`src/rtl/pipeline_hazard_unit_pkg.sv`:
```
// Shared types for the pipeline hazard/forwarding controller.
//   fwd_sel_t  : E-stage operand mux select (register file / M-stage ALU / W-stage result)
//   hz_state_t : hazard FSM states
//   CNT_W      : width of the shared stall/flush down-counter
package hazard_pkg;

  localparam int unsigned CNT_W = 3;

  typedef enum logic [1:0] {
    FWD_REG = 2'b00,
    FWD_MEM = 2'b01,
    FWD_WB  = 2'b10
  } fwd_sel_t;

  typedef enum logic [1:0] {
    RUN,
    LOAD_STALL,
    BR_FLUSH
  } hz_state_t;

endpackage

```
`src/rtl/pipeline_hazard_unit_if.sv`:
```
// Bundle between the 5-stage pipeline datapath and the hazard unit.
//   master : pipeline side, drives stage register addresses/controls, receives selects/stalls
//   slave  : hazard unit side
// perf_* carry the optional performance counters (zero when HAZARD_PERF_EN is undefined).
interface pipeline_hazard_unit_if
  import hazard_pkg::*;
#(
  parameter int unsigned REG_AW = 4
);
  logic              id_valid;
  logic [REG_AW-1:0] id_ra;
  logic [REG_AW-1:0] id_rb;
  logic              id_use_a;
  logic              id_use_b;
  logic              branch_taken;
  logic [REG_AW-1:0] ex_ra;
  logic [REG_AW-1:0] ex_rb;
  logic [REG_AW-1:0] ex_rd;
  logic              ex_regw;
  logic              ex_memtoreg;
  logic [REG_AW-1:0] m_rd;
  logic              m_regw;
  logic              m_memtoreg;
  logic [REG_AW-1:0] w_rd;
  logic              w_regw;
  logic              ext_stall;
  fwd_sel_t          fwd_a_sel;
  fwd_sel_t          fwd_b_sel;
  logic              stall_f;
  logic              stall_d;
  logic              flush_d;
  logic              flush_e;
  logic [31:0]       perf_stall_cnt;
  logic [31:0]       perf_flush_cnt;

  modport master (
    output id_valid, id_ra, id_rb, id_use_a, id_use_b, branch_taken,
    output ex_ra, ex_rb, ex_rd, ex_regw, ex_memtoreg,
    output m_rd, m_regw, m_memtoreg, w_rd, w_regw, ext_stall,
    input  fwd_a_sel, fwd_b_sel, stall_f, stall_d, flush_d, flush_e,
    input  perf_stall_cnt, perf_flush_cnt
  );

  modport slave (
    input  id_valid, id_ra, id_rb, id_use_a, id_use_b, branch_taken,
    input  ex_ra, ex_rb, ex_rd, ex_regw, ex_memtoreg,
    input  m_rd, m_regw, m_memtoreg, w_rd, w_regw, ext_stall,
    output fwd_a_sel, fwd_b_sel, stall_f, stall_d, flush_d, flush_e,
    output perf_stall_cnt, perf_flush_cnt
  );
endinterface

```
`src/rtl/pipeline_hazard_unit_fwd_select.sv`:
```
// Per-operand forwarding comparator (purely combinational).
//   ex_r                  : E-stage source register of this operand
//   m_rd/m_regw/m_memtoreg: M-stage destination, write enable, is-load
//   w_rd/w_regw           : W-stage destination, write enable
//   sel                   : FWD_MEM beats FWD_WB beats FWD_REG
module fwd_select
  import hazard_pkg::*;
#(
  parameter int unsigned REG_AW  = 4,
  parameter bit          R0_ZERO = 1'b0
) (
  input  logic [REG_AW-1:0] ex_r,
  input  logic [REG_AW-1:0] m_rd,
  input  logic              m_regw,
  input  logic              m_memtoreg,
  input  logic [REG_AW-1:0] w_rd,
  input  logic              w_regw,
  output fwd_sel_t          sel
);

  always_comb begin
    sel = FWD_REG;
    if (R0_ZERO && (ex_r == '0)) begin
      sel = FWD_REG;
    end else if (m_regw && !m_memtoreg && (m_rd == ex_r)) begin
      // A load still in M has no data yet; the load-use stall routes it through W instead.
      sel = FWD_MEM;
    end else if (w_regw && (w_rd == ex_r)) begin
      sel = FWD_WB;
    end
  end

endmodule

```
`src/rtl/pipeline_hazard_unit.sv`:
```
// Hazard and forwarding controller for a 5-stage F/D/E/M/W pipeline.
//   clk, rst : clock (rising edge), asynchronous active-low reset
//   hz       : slave side of pipeline_hazard_unit_if (stage info in, selects/stalls/flushes out)
// Parameters: REG_AW, LOAD_LAT (extra load cycles, 0..7), BR_PENALTY (1..7), R0_ZERO.
// Optional feature macro: HAZARD_PERF_EN enables saturating stall/flush performance counters.
module pipeline_hazard_unit
  import hazard_pkg::*;
#(
  parameter int unsigned REG_AW     = 4,
  parameter int unsigned LOAD_LAT   = 0,
  parameter int unsigned BR_PENALTY = 1,
  parameter bit          R0_ZERO    = 1'b0
) (
  input logic             clk,
  input logic             rst,
  pipeline_hazard_unit_if.slave hz
);

  localparam logic [CNT_W-1:0] LoadCnt = CNT_W'(LOAD_LAT);
  localparam logic [CNT_W-1:0] BrCnt   = CNT_W'(BR_PENALTY - 1);

  fwd_sel_t  sel_a, sel_b;
  hz_state_t state_q, state_d;
  logic [CNT_W-1:0] cnt_q, cnt_d;
  logic load_use;
  logic stall_f_c, stall_d_c, flush_d_c, flush_e_c;

  fwd_select #(.REG_AW(REG_AW), .R0_ZERO(R0_ZERO)) u_fwd_a (
    .ex_r       (hz.ex_ra),
    .m_rd       (hz.m_rd),
    .m_regw     (hz.m_regw),
    .m_memtoreg (hz.m_memtoreg),
    .w_rd       (hz.w_rd),
    .w_regw     (hz.w_regw),
    .sel        (sel_a)
  );

  fwd_select #(.REG_AW(REG_AW), .R0_ZERO(R0_ZERO)) u_fwd_b (
    .ex_r       (hz.ex_rb),
    .m_rd       (hz.m_rd),
    .m_regw     (hz.m_regw),
    .m_memtoreg (hz.m_memtoreg),
    .w_rd       (hz.w_rd),
    .w_regw     (hz.w_regw),
    .sel        (sel_b)
  );

  // A load targeting r0 (when hardwired) never creates a dependency.
  assign load_use = hz.id_valid && hz.ex_regw && hz.ex_memtoreg &&
                    !(R0_ZERO && (hz.ex_rd == '0)) &&
                    ((hz.id_use_a && (hz.id_ra == hz.ex_rd)) ||
                     (hz.id_use_b && (hz.id_rb == hz.ex_rd)));

  always_ff @(posedge clk or negedge rst) begin
    if (!rst) begin
      state_q <= RUN;
      cnt_q   <= '0;
    end else begin
      state_q <= state_d;
      cnt_q   <= cnt_d;
    end
  end

  always_comb begin
    state_d   = state_q;
    cnt_d     = cnt_q;
    stall_f_c = 1'b0;
    stall_d_c = 1'b0;
    flush_d_c = 1'b0;
    flush_e_c = 1'b0;
    if (hz.ext_stall) begin
      // Freeze: hold the front end and all hazard state, consume nothing.
      stall_f_c = 1'b1;
      stall_d_c = 1'b1;
    end else begin
      unique case (state_q)
        RUN: begin
          if (load_use) begin
            // Any simultaneous taken branch is re-presented by the held decode stage.
            stall_f_c = 1'b1;
            stall_d_c = 1'b1;
            flush_e_c = 1'b1;
            if (LOAD_LAT > 0) begin
              state_d = LOAD_STALL;
              cnt_d   = LoadCnt;
            end
          end else if (hz.id_valid && hz.branch_taken) begin
            flush_d_c = 1'b1;
            if (BR_PENALTY > 1) begin
              state_d = BR_FLUSH;
              cnt_d   = BrCnt;
            end
          end
        end
        LOAD_STALL: begin
          stall_f_c = 1'b1;
          stall_d_c = 1'b1;
          flush_e_c = 1'b1;
          cnt_d     = cnt_q - CNT_W'(1);
          if (cnt_q == CNT_W'(1)) state_d = RUN;
        end
        BR_FLUSH: begin
          flush_d_c = 1'b1;
          cnt_d     = cnt_q - CNT_W'(1);
          if (cnt_q == CNT_W'(1)) state_d = RUN;
        end
        default: state_d = RUN;
      endcase
    end
  end

  // Outputs are forced low while reset is asserted, regardless of the inputs.
  assign hz.fwd_a_sel = rst ? sel_a : FWD_REG;
  assign hz.fwd_b_sel = rst ? sel_b : FWD_REG;
  assign hz.stall_f   = rst & stall_f_c;
  assign hz.stall_d   = rst & stall_d_c;
  assign hz.flush_d   = rst & flush_d_c;
  assign hz.flush_e   = rst & flush_e_c;

`ifdef HAZARD_PERF_EN
  logic [31:0] perf_stall_q, perf_flush_q;

  always_ff @(posedge clk or negedge rst) begin
    if (!rst) begin
      perf_stall_q <= '0;
      perf_flush_q <= '0;
    end else begin
      if (stall_d_c && !hz.ext_stall && (perf_stall_q != 32'hFFFF_FFFF)) begin
        perf_stall_q <= perf_stall_q + 32'd1;
      end
      if (flush_d_c && (perf_flush_q != 32'hFFFF_FFFF)) begin
        perf_flush_q <= perf_flush_q + 32'd1;
      end
    end
  end

  assign hz.perf_stall_cnt = perf_stall_q;
  assign hz.perf_flush_cnt = perf_flush_q;
`else
  assign hz.perf_stall_cnt = 32'd0;
  assign hz.perf_flush_cnt = 32'd0;
`endif

endmodule
```
`src/flat_wrapper.sv`:
```
// flat-port wrapper written by rule: the top's interface ports become plain ports
module pipeline_hazard_unit_flat import hazard_pkg::*;
#(
  parameter int unsigned REG_AW     = 4,
  parameter int unsigned LOAD_LAT   = 0,
  parameter int unsigned BR_PENALTY = 1,
  parameter bit          R0_ZERO    = 1'b0
)
  (clk, rst, hz_id_valid, hz_id_ra, hz_id_rb, hz_id_use_a, hz_id_use_b, hz_branch_taken, hz_ex_ra, hz_ex_rb, hz_ex_rd, hz_ex_regw, hz_ex_memtoreg, hz_m_rd, hz_m_regw, hz_m_memtoreg, hz_w_rd, hz_w_regw, hz_ext_stall, hz_fwd_a_sel, hz_fwd_b_sel, hz_stall_f, hz_stall_d, hz_flush_d, hz_flush_e, hz_perf_stall_cnt, hz_perf_flush_cnt);
  pipeline_hazard_unit_if #(.REG_AW(REG_AW)) hz_i ();
  input logic clk;
  input logic rst;
  input wire logic [$bits(hz_i.id_valid)-1:0] hz_id_valid;
  input wire logic [$bits(hz_i.id_ra)-1:0] hz_id_ra;
  input wire logic [$bits(hz_i.id_rb)-1:0] hz_id_rb;
  input wire logic [$bits(hz_i.id_use_a)-1:0] hz_id_use_a;
  input wire logic [$bits(hz_i.id_use_b)-1:0] hz_id_use_b;
  input wire logic [$bits(hz_i.branch_taken)-1:0] hz_branch_taken;
  input wire logic [$bits(hz_i.ex_ra)-1:0] hz_ex_ra;
  input wire logic [$bits(hz_i.ex_rb)-1:0] hz_ex_rb;
  input wire logic [$bits(hz_i.ex_rd)-1:0] hz_ex_rd;
  input wire logic [$bits(hz_i.ex_regw)-1:0] hz_ex_regw;
  input wire logic [$bits(hz_i.ex_memtoreg)-1:0] hz_ex_memtoreg;
  input wire logic [$bits(hz_i.m_rd)-1:0] hz_m_rd;
  input wire logic [$bits(hz_i.m_regw)-1:0] hz_m_regw;
  input wire logic [$bits(hz_i.m_memtoreg)-1:0] hz_m_memtoreg;
  input wire logic [$bits(hz_i.w_rd)-1:0] hz_w_rd;
  input wire logic [$bits(hz_i.w_regw)-1:0] hz_w_regw;
  input wire logic [$bits(hz_i.ext_stall)-1:0] hz_ext_stall;
  output wire logic [$bits(hz_i.fwd_a_sel)-1:0] hz_fwd_a_sel;
  output wire logic [$bits(hz_i.fwd_b_sel)-1:0] hz_fwd_b_sel;
  output wire logic [$bits(hz_i.stall_f)-1:0] hz_stall_f;
  output wire logic [$bits(hz_i.stall_d)-1:0] hz_stall_d;
  output wire logic [$bits(hz_i.flush_d)-1:0] hz_flush_d;
  output wire logic [$bits(hz_i.flush_e)-1:0] hz_flush_e;
  output wire logic [$bits(hz_i.perf_stall_cnt)-1:0] hz_perf_stall_cnt;
  output wire logic [$bits(hz_i.perf_flush_cnt)-1:0] hz_perf_flush_cnt;
  assign hz_i.id_valid = hz_id_valid;
  assign hz_i.id_ra = hz_id_ra;
  assign hz_i.id_rb = hz_id_rb;
  assign hz_i.id_use_a = hz_id_use_a;
  assign hz_i.id_use_b = hz_id_use_b;
  assign hz_i.branch_taken = hz_branch_taken;
  assign hz_i.ex_ra = hz_ex_ra;
  assign hz_i.ex_rb = hz_ex_rb;
  assign hz_i.ex_rd = hz_ex_rd;
  assign hz_i.ex_regw = hz_ex_regw;
  assign hz_i.ex_memtoreg = hz_ex_memtoreg;
  assign hz_i.m_rd = hz_m_rd;
  assign hz_i.m_regw = hz_m_regw;
  assign hz_i.m_memtoreg = hz_m_memtoreg;
  assign hz_i.w_rd = hz_w_rd;
  assign hz_i.w_regw = hz_w_regw;
  assign hz_i.ext_stall = hz_ext_stall;
  assign hz_fwd_a_sel = hz_i.fwd_a_sel;
  assign hz_fwd_b_sel = hz_i.fwd_b_sel;
  assign hz_stall_f = hz_i.stall_f;
  assign hz_stall_d = hz_i.stall_d;
  assign hz_flush_d = hz_i.flush_d;
  assign hz_flush_e = hz_i.flush_e;
  assign hz_perf_stall_cnt = hz_i.perf_stall_cnt;
  assign hz_perf_flush_cnt = hz_i.perf_flush_cnt;
  pipeline_hazard_unit #(.REG_AW(REG_AW), .LOAD_LAT(LOAD_LAT), .BR_PENALTY(BR_PENALTY), .R0_ZERO(R0_ZERO)) u_core (.clk(clk), .rst(rst), .hz(hz_i));
endmodule
```
`config.mk`:
```
export PLATFORM = sky130hd
export DESIGN_NAME = pipeline_hazard_unit_flat
export DESIGN_NICKNAME = d
export VERILOG_FILES = /design/src/rtl/pipeline_hazard_unit_pkg.sv /design/src/rtl/pipeline_hazard_unit_if.sv /design/src/rtl/pipeline_hazard_unit_fwd_select.sv /design/src/rtl/pipeline_hazard_unit.sv /design/src/flat_wrapper.sv
export SDC_FILE = /design/constraint.sdc
export NUM_CORES = 1
export LEC_CHECK = 0
export ABC_AREA = 1
export BUFFER_PORTS_ARGS = -buffer_cell sky130_fd_sc_hd__buf_4
export CORE_AREA = 5 5 58 60
export DETAILED_ROUTE_END_ITERATION = 16
export DIE_AREA = 0 0 63 65
export PLACE_DENSITY = 0.83
export SYNTH_ARGS = -nofsm -noshare
export SYNTH_HDL_FRONTEND = slang
export SYNTH_SLANG_ARGS = --single-unit
```
`constraint.sdc`:
```
create_clock -name clk -period 1.5 [get_ports clk]
set_clock_uncertainty 0.1 [all_clocks]
set_input_delay 0.3 -clock clk [delete_from_list [all_inputs] [get_ports clk]]
set_output_delay 0.3 -clock clk [all_outputs]
set_load 0.05 [all_outputs]
```
==> results of run 1 <==
-- worst min-delay path, cell delays in order --
cell and delay, ns:
buf_4 0.11, nand3_1 0.12, nor2_4 0.05, buf_8 0.14
-- cell type report --
type                       instances  area [sq um]  area share
tap                               33          41.3      0.0310
multi-input combinational        139           714       0.536
timing repair buffer              51           488       0.366
inverter                          20          90.1      0.0675
-- cell usage in the layout (no fill, tap or decap), types with 2 or more instances in the layout --
cell / netlist / routed
buf_4: 65 / 29
buf_6: 0 / 16
buf_8: 0 / 6
conb_1: 1 / 64
inv_1: 20 / 8
inv_2: 0 / 7
inv_4: 0 / 4
nand2_1: 24 / 20
nand2_2: 1 / 5
nand3_1: 4 / 4
nor2_1: 21 / 9
nor2_2: 1 / 8
nor2_4: 0 / 5
o21ai_2: 0 / 3
xnor2_1: 4 / 4
xor2_1: 3 / 2
-- how the worst max path moves through the flow --
stage	endpoint	slack, ns	from	depth (start not counted)
detailed placement	hz_flush_d	-0.20	hz_ex_rd[2]	11
global placement	hz_flush_d	-0.19	hz_ex_rd[2]	11
CTS	hz_stall_f	-0.1	hz_ex_rd[1]	10
global route	hz_stall_f	-0.19	hz_ex_rd[2]	9
finish	hz_stall_d	-0.09	hz_ex_rd[1]	10
floorplan	hz_stall_f	-0.21	hz_ex_rd[2]	8
-- what timing repair did --
action	in CTS	in global routing
pin swaps	29	14
endpoints found under the setup margin	8	8
gates cloned	0	0
gates resized for setup	36	32
endpoints found under the hold margin	0	0
-- power by group through the flow --
stage / registers, uW / clock network, uW / logic (uW)
6_report: 0 / 0 / 633
5_1_grt: 0 / 0 / 666
3_5_place_dp: 0 / 0 / 570
2_1_floorplan: 0 / 0 / 582
3_3_place_gp: 0 / 0 / 567
4_1_cts: 0 / 0 / 597
-- kinds of logic (layout without fill, tap and decap cells) --
group           count (synthesis)  count (layout)
buf+inv                        85              71
xor+xnor                        7               7
compound gates                 12              12
simple gates                   56              56
other cells                     1              64
-- through the flow --
stage          power [uW]  std cells   util
5_1_grt               666        243  0.463
3_3_place_gp          567        243  0.399
3_5_place_dp          570        243  0.399
2_1_floorplan         582        224      -
4_1_cts               597        243  0.435
6_report              633        243  0.463
-- per-layer routing --
layer  GRT usage  wire (um)  share of wire
met5           0          0              0
met4           0         21         0.0085
met3      0.0121        309           0.13
met2       0.206       1470           0.59
met1       0.104        671           0.27
==> results_dict.tcl, run 1 <==
set metrics [dict create \
    ant_nets 0 \
    hold_path.startpoint "hz_branch_taken" \
    grt_pass1_vias 769 \
    cpMaxStageDelayCell "buf_6" \
    start_util 0.324 \
    cp.arrival_ns 1.19 \
    crit_type "input pin to primary output" \
    cp-start-kind "input pin" \
    syn-cell-area_sq_um 933 \
    rsz0062_at_grt "yes" \
    drt_wl_total_mm 2.47 \
    period_share 1.06 \
    fin_area_sq_um 1330 \
    outcome "finished, violations left" \
    grt_max_degree 5 \
    dp_slack_ns -0.202 \
    synth-compound-area-share 0.0804 \
    drive_gt1_frac 0.429 \
    io_pins 112 \
    path_buf_inv 3 \
    track_usage 0.0970 \
    grt_pass1_wl_mm 3.33 \
    power_density_nw_per_um2 474 \
    num_antenna_cells 0 \
    dieArea_sq_um 4100 \
    critical_path.max_stage_delay_ns 0.18 \
    netSwitchingFraction 0.761 \
    cap_violations 0 \
    drc 0 \
    layout_min_cycle_time_ns 1.59 \
    hp-class "input pin to primary output" \
    p_seq_frac 0 \
    hold_depth 4 \
    ys_seq_area_frac 0 \
    whs_ns 0.918 \
    cts_hold_buf 0 \
    viasPerCell 3.82 \
    internal_power_uw 151 \
    cp_common_cell "nand2_1" \
    seqCellArea_sq_um 0 \
    core_region_area_sq_um 2880 \
    p_leak_uw 0.000764 \
    fmax_mhz 629 \
    synth_adder_area_share 0 \
    synth-simple-area-share 0.247 \
    violations "negative setup slack" \
    gp_congestion 0.777 \
    critPathRequiredTime_ns 1.10 \
    place_area_sq_um 1150 \
    synth_xor_area_frac 0.0657 \
    hold_viol 0 \
    p_switching_uw 481 \
    crit_path_end_kind "primary output" \
    worstPathCellList "buf_8, inv_4, nand2_1, nand2_1, nor2_1, nand3_1, nand2_1, nand2_2, a21oi_4, buf_6" \
    clkPwrFrac 0 \
    syn2layout_area_growth_pct 42.9 \
    report.final.slew_viol_count 0 \
    dr.pass1.iters 4 \
    setup_viol 7 \
    grt_overflow 0 \
    synth_top_family_by_area "buffers and inverters" \
    fin_ws_ns -0.0900 \
    fillCellCount 299 \
    nClkBuffers 0 \
    rows 20 \
    drtIter0Drc 36 \
    yosysUniqueCellTypes 20 \
    synthMostInstantiatedCell "buf_4" \
    post-cts-setup-buffers 0 \
    wl_per_cell_um 10.2 \
    die_h_um 65 \
    cp_top_family "simple AND/OR/NAND/NOR gates" \
    ir_drop_mv 0.277 \
    tns_ns -0.374 \
    yosys.area.top_type "buf_4" \
    antenna_found_initial 0 \
    synthMuxAreaShare 0 \
    die_width_um 63 \
    post-dp-hpwl_mm 2.03 \
    ys_warn_count 0 \
    finalNetCount 252 \
    seq_cells 0 \
    synth.avg_cell_area_sq_um 5.80 \
    syn_inst 161 \
    synth_common_cells "buf_4, nand2_1, nor2_1" \
    combPwrFrac 1.000 \
    io_buffers 47 \
    via_count 929 \
    hold_path_end "hz_flush_d" \
    synthTopCellsByArea "buf_4, nand2_1, nor2_1" \
    critPathMaxFanout 3 \
    synth_top_area_share 0.523 \
]
Power figures use the tool's default switching activity.
==> inputs of run 2 (changes only) <==
Settings changed: PLACE_DENSITY 0.83 to 0.85.
==> run 2 against run 1 <==
  * Critical endpoint is now hz_stall_f
  * Count of clock-buffer cells in the layout is the same
  * The flow still finishes with violations (negative setup slack)
  * Utilization grew 1.3 points
  * Cell count is the same
  * Via count shrank 2.3%
  * Non-clock buffer count is the same
  * Maximum frequency shrank 2.5%
==> results_dict.tcl, run 2 (same netlist as run 1, synthesis figures left out) <==
set metrics [dict create \
    hp-class "input pin to primary output" \
    fillCellCount 299 \
    hold_path_end "hz_flush_d" \
    syn2layout_area_growth_pct 47.1 \
    die_width_um 63 \
    start_util 0.324 \
    crit_path_end_kind "primary output" \
    layout.cells.most_common "conb_1" \
    drt_wl_total_mm 2.44 \
    grt_max_degree 5 \
    ant_nets 0 \
    wl_per_cell_um 10.0 \
    cp-start-kind "input pin" \
    place_area_sq_um 1150 \
    power_density_nw_per_um2 471 \
    drtIter0Drc 23 \
    num_antenna_cells 0 \
    violations "negative setup slack" \
    viasPerCell 3.74 \
    outcome "finished, violations left" \
    p_leak_uw 0.000769 \
    p_switching_uw 488 \
    layout_min_cycle_time_ns 1.63 \
    crit_type "input pin to primary output" \
    hold_path.startpoint "hz_branch_taken" \
    core_region_area_sq_um 2880 \
    clkPwrFrac 0 \
    io_buffers 47 \
    dp_slack_ns -0.209 \
    grt_overflow 0 \
    combPwrFrac 1.000 \
    drive_gt1_frac 0.476 \
    cap_violations 0 \
    period_share 1.09 \
    setup_viol 6 \
    hold_viol 0 \
    seqCellArea_sq_um 0 \
    report.final.slew_viol_count 0 \
    hold_depth 4 \
    critPathRequiredTime_ns 1.10 \
    post-dp-hpwl_mm 2.07 \
    gp_congestion 0.771 \
    drc 0 \
    fin_area_sq_um 1370 \
    rows 20 \
    die_h_um 65 \
    cts_hold_buf 0 \
    ir_drop_mv 0.286 \
    p_seq_frac 0 \
    final_cell_mix "conb_1, buf_4, buf_6, nand2_1" \
    multi_input_area_sq_um 739 \
    via_count 908 \
    finalNetCount 252 \
    seq_cells 0 \
    io_pins 112 \
    antenna_found_initial 0 \
    cp.arrival_ns 1.23 \
    nClkBuffers 0 \
    critPathMaxFanout 3 \
    rsz0062_at_grt "yes" \
    whs_ns 0.907 \
    internal_power_uw 158 \
    dieArea_sq_um 4100 \
    grt_pass1_vias 834 \
    netSwitchingFraction 0.755 \
    dr.pass1.iters 4 \
    track_usage 0.101 \
    fmax_mhz 613 \
    fin_ws_ns -0.131 \
    grt_pass1_wl_mm 3.55 \
]
==> run 2: cell types whose count changed in the layout (fill, tap and decap cells not counted), moves of 2 or more <==
cell | previous run | this run
nand2_2 | 5 | 9
o21ai_1 | 1 | 3
nand2_1 | 20 | 15
buf_6 | 16 | 19
inv_2 | 7 | 9
buf_4 | 29 | 26
inv_1 | 8 | 5
==> run 2: worst max path at each step <==
stage	depth (start not counted)	start	slack (ns)	endpoint
2_1_floorplan	8	hz_ex_rd[2]	-0.21	hz_stall_f
3_3_place_gp	11	hz_ex_rd[2]	-0.19	hz_flush_d
3_5_place_dp	11	hz_ex_rd[2]	-0.21	hz_flush_d
4_1_cts	10	hz_id_ra[3]	-0.12	hz_stall_f
5_1_grt	9	hz_ex_rd[1]	-0.22	hz_stall_f
6_report	9	hz_ex_rd[1]	-0.13	hz_stall_f
==> run 2: power by group through the flow <==
stage | registers (uW) | logic (uW) | clock network, uW
3_3_place_gp | 0 | 568 | 0
2_1_floorplan | 0 | 582 | 0
6_report | 0 | 646 | 0
3_5_place_dp | 0 | 572 | 0
5_1_grt | 0 | 681 | 0
4_1_cts | 0 | 600 | 0
==> run 2: layout make-up <==
cell class,instances,area share
timing repair buffer,51,0.364
tap,33,0.0301
multi-input combinational,139,0.539
inverter,20,0.0675
==> run 2: timing repair <==
item,CTS,global route
pin swaps,25,15
endpoints found under the setup margin,8,8
setup buffers,0,0
resized for setup,37,47
==> run 2: routing by layer <==
| metal | global-route usage | vias up | wire [um] |
|---|---|---|---|
| li1 | - | 459 | - |
| met3 | 0.0139 | 2 | 303 |
| met5 | 0 | - | 0 |
| met1 | 0.126 | 386 | 765 |
| met2 | 0.192 | 61 | 1340 |
| met4 | 0 | 0 | 27 |
==> run 2: stage by stage <==
step	power [uW]	cells	setup TNS, ns	util
after floorplan	582	224	-0.474	-
after global placement	568	243	-0.960	0.399
after detailed placement	572	243	-1.07	0.399
after CTS	600	243	-0.532	0.435
after global routing	681	243	-1.00	0.477
final	646	243	-0.471	0.477
==> run 2: worst max-delay path, cell delays in order <==
cell     delay (ns)
buf_8          0.10
nand2_2        0.06
nand2_2        0.05
nor2_2         0.11
nand3_1        0.08
nand2_1        0.08
nand2_2        0.09
a21oi_4        0.18
buf_6          0.18
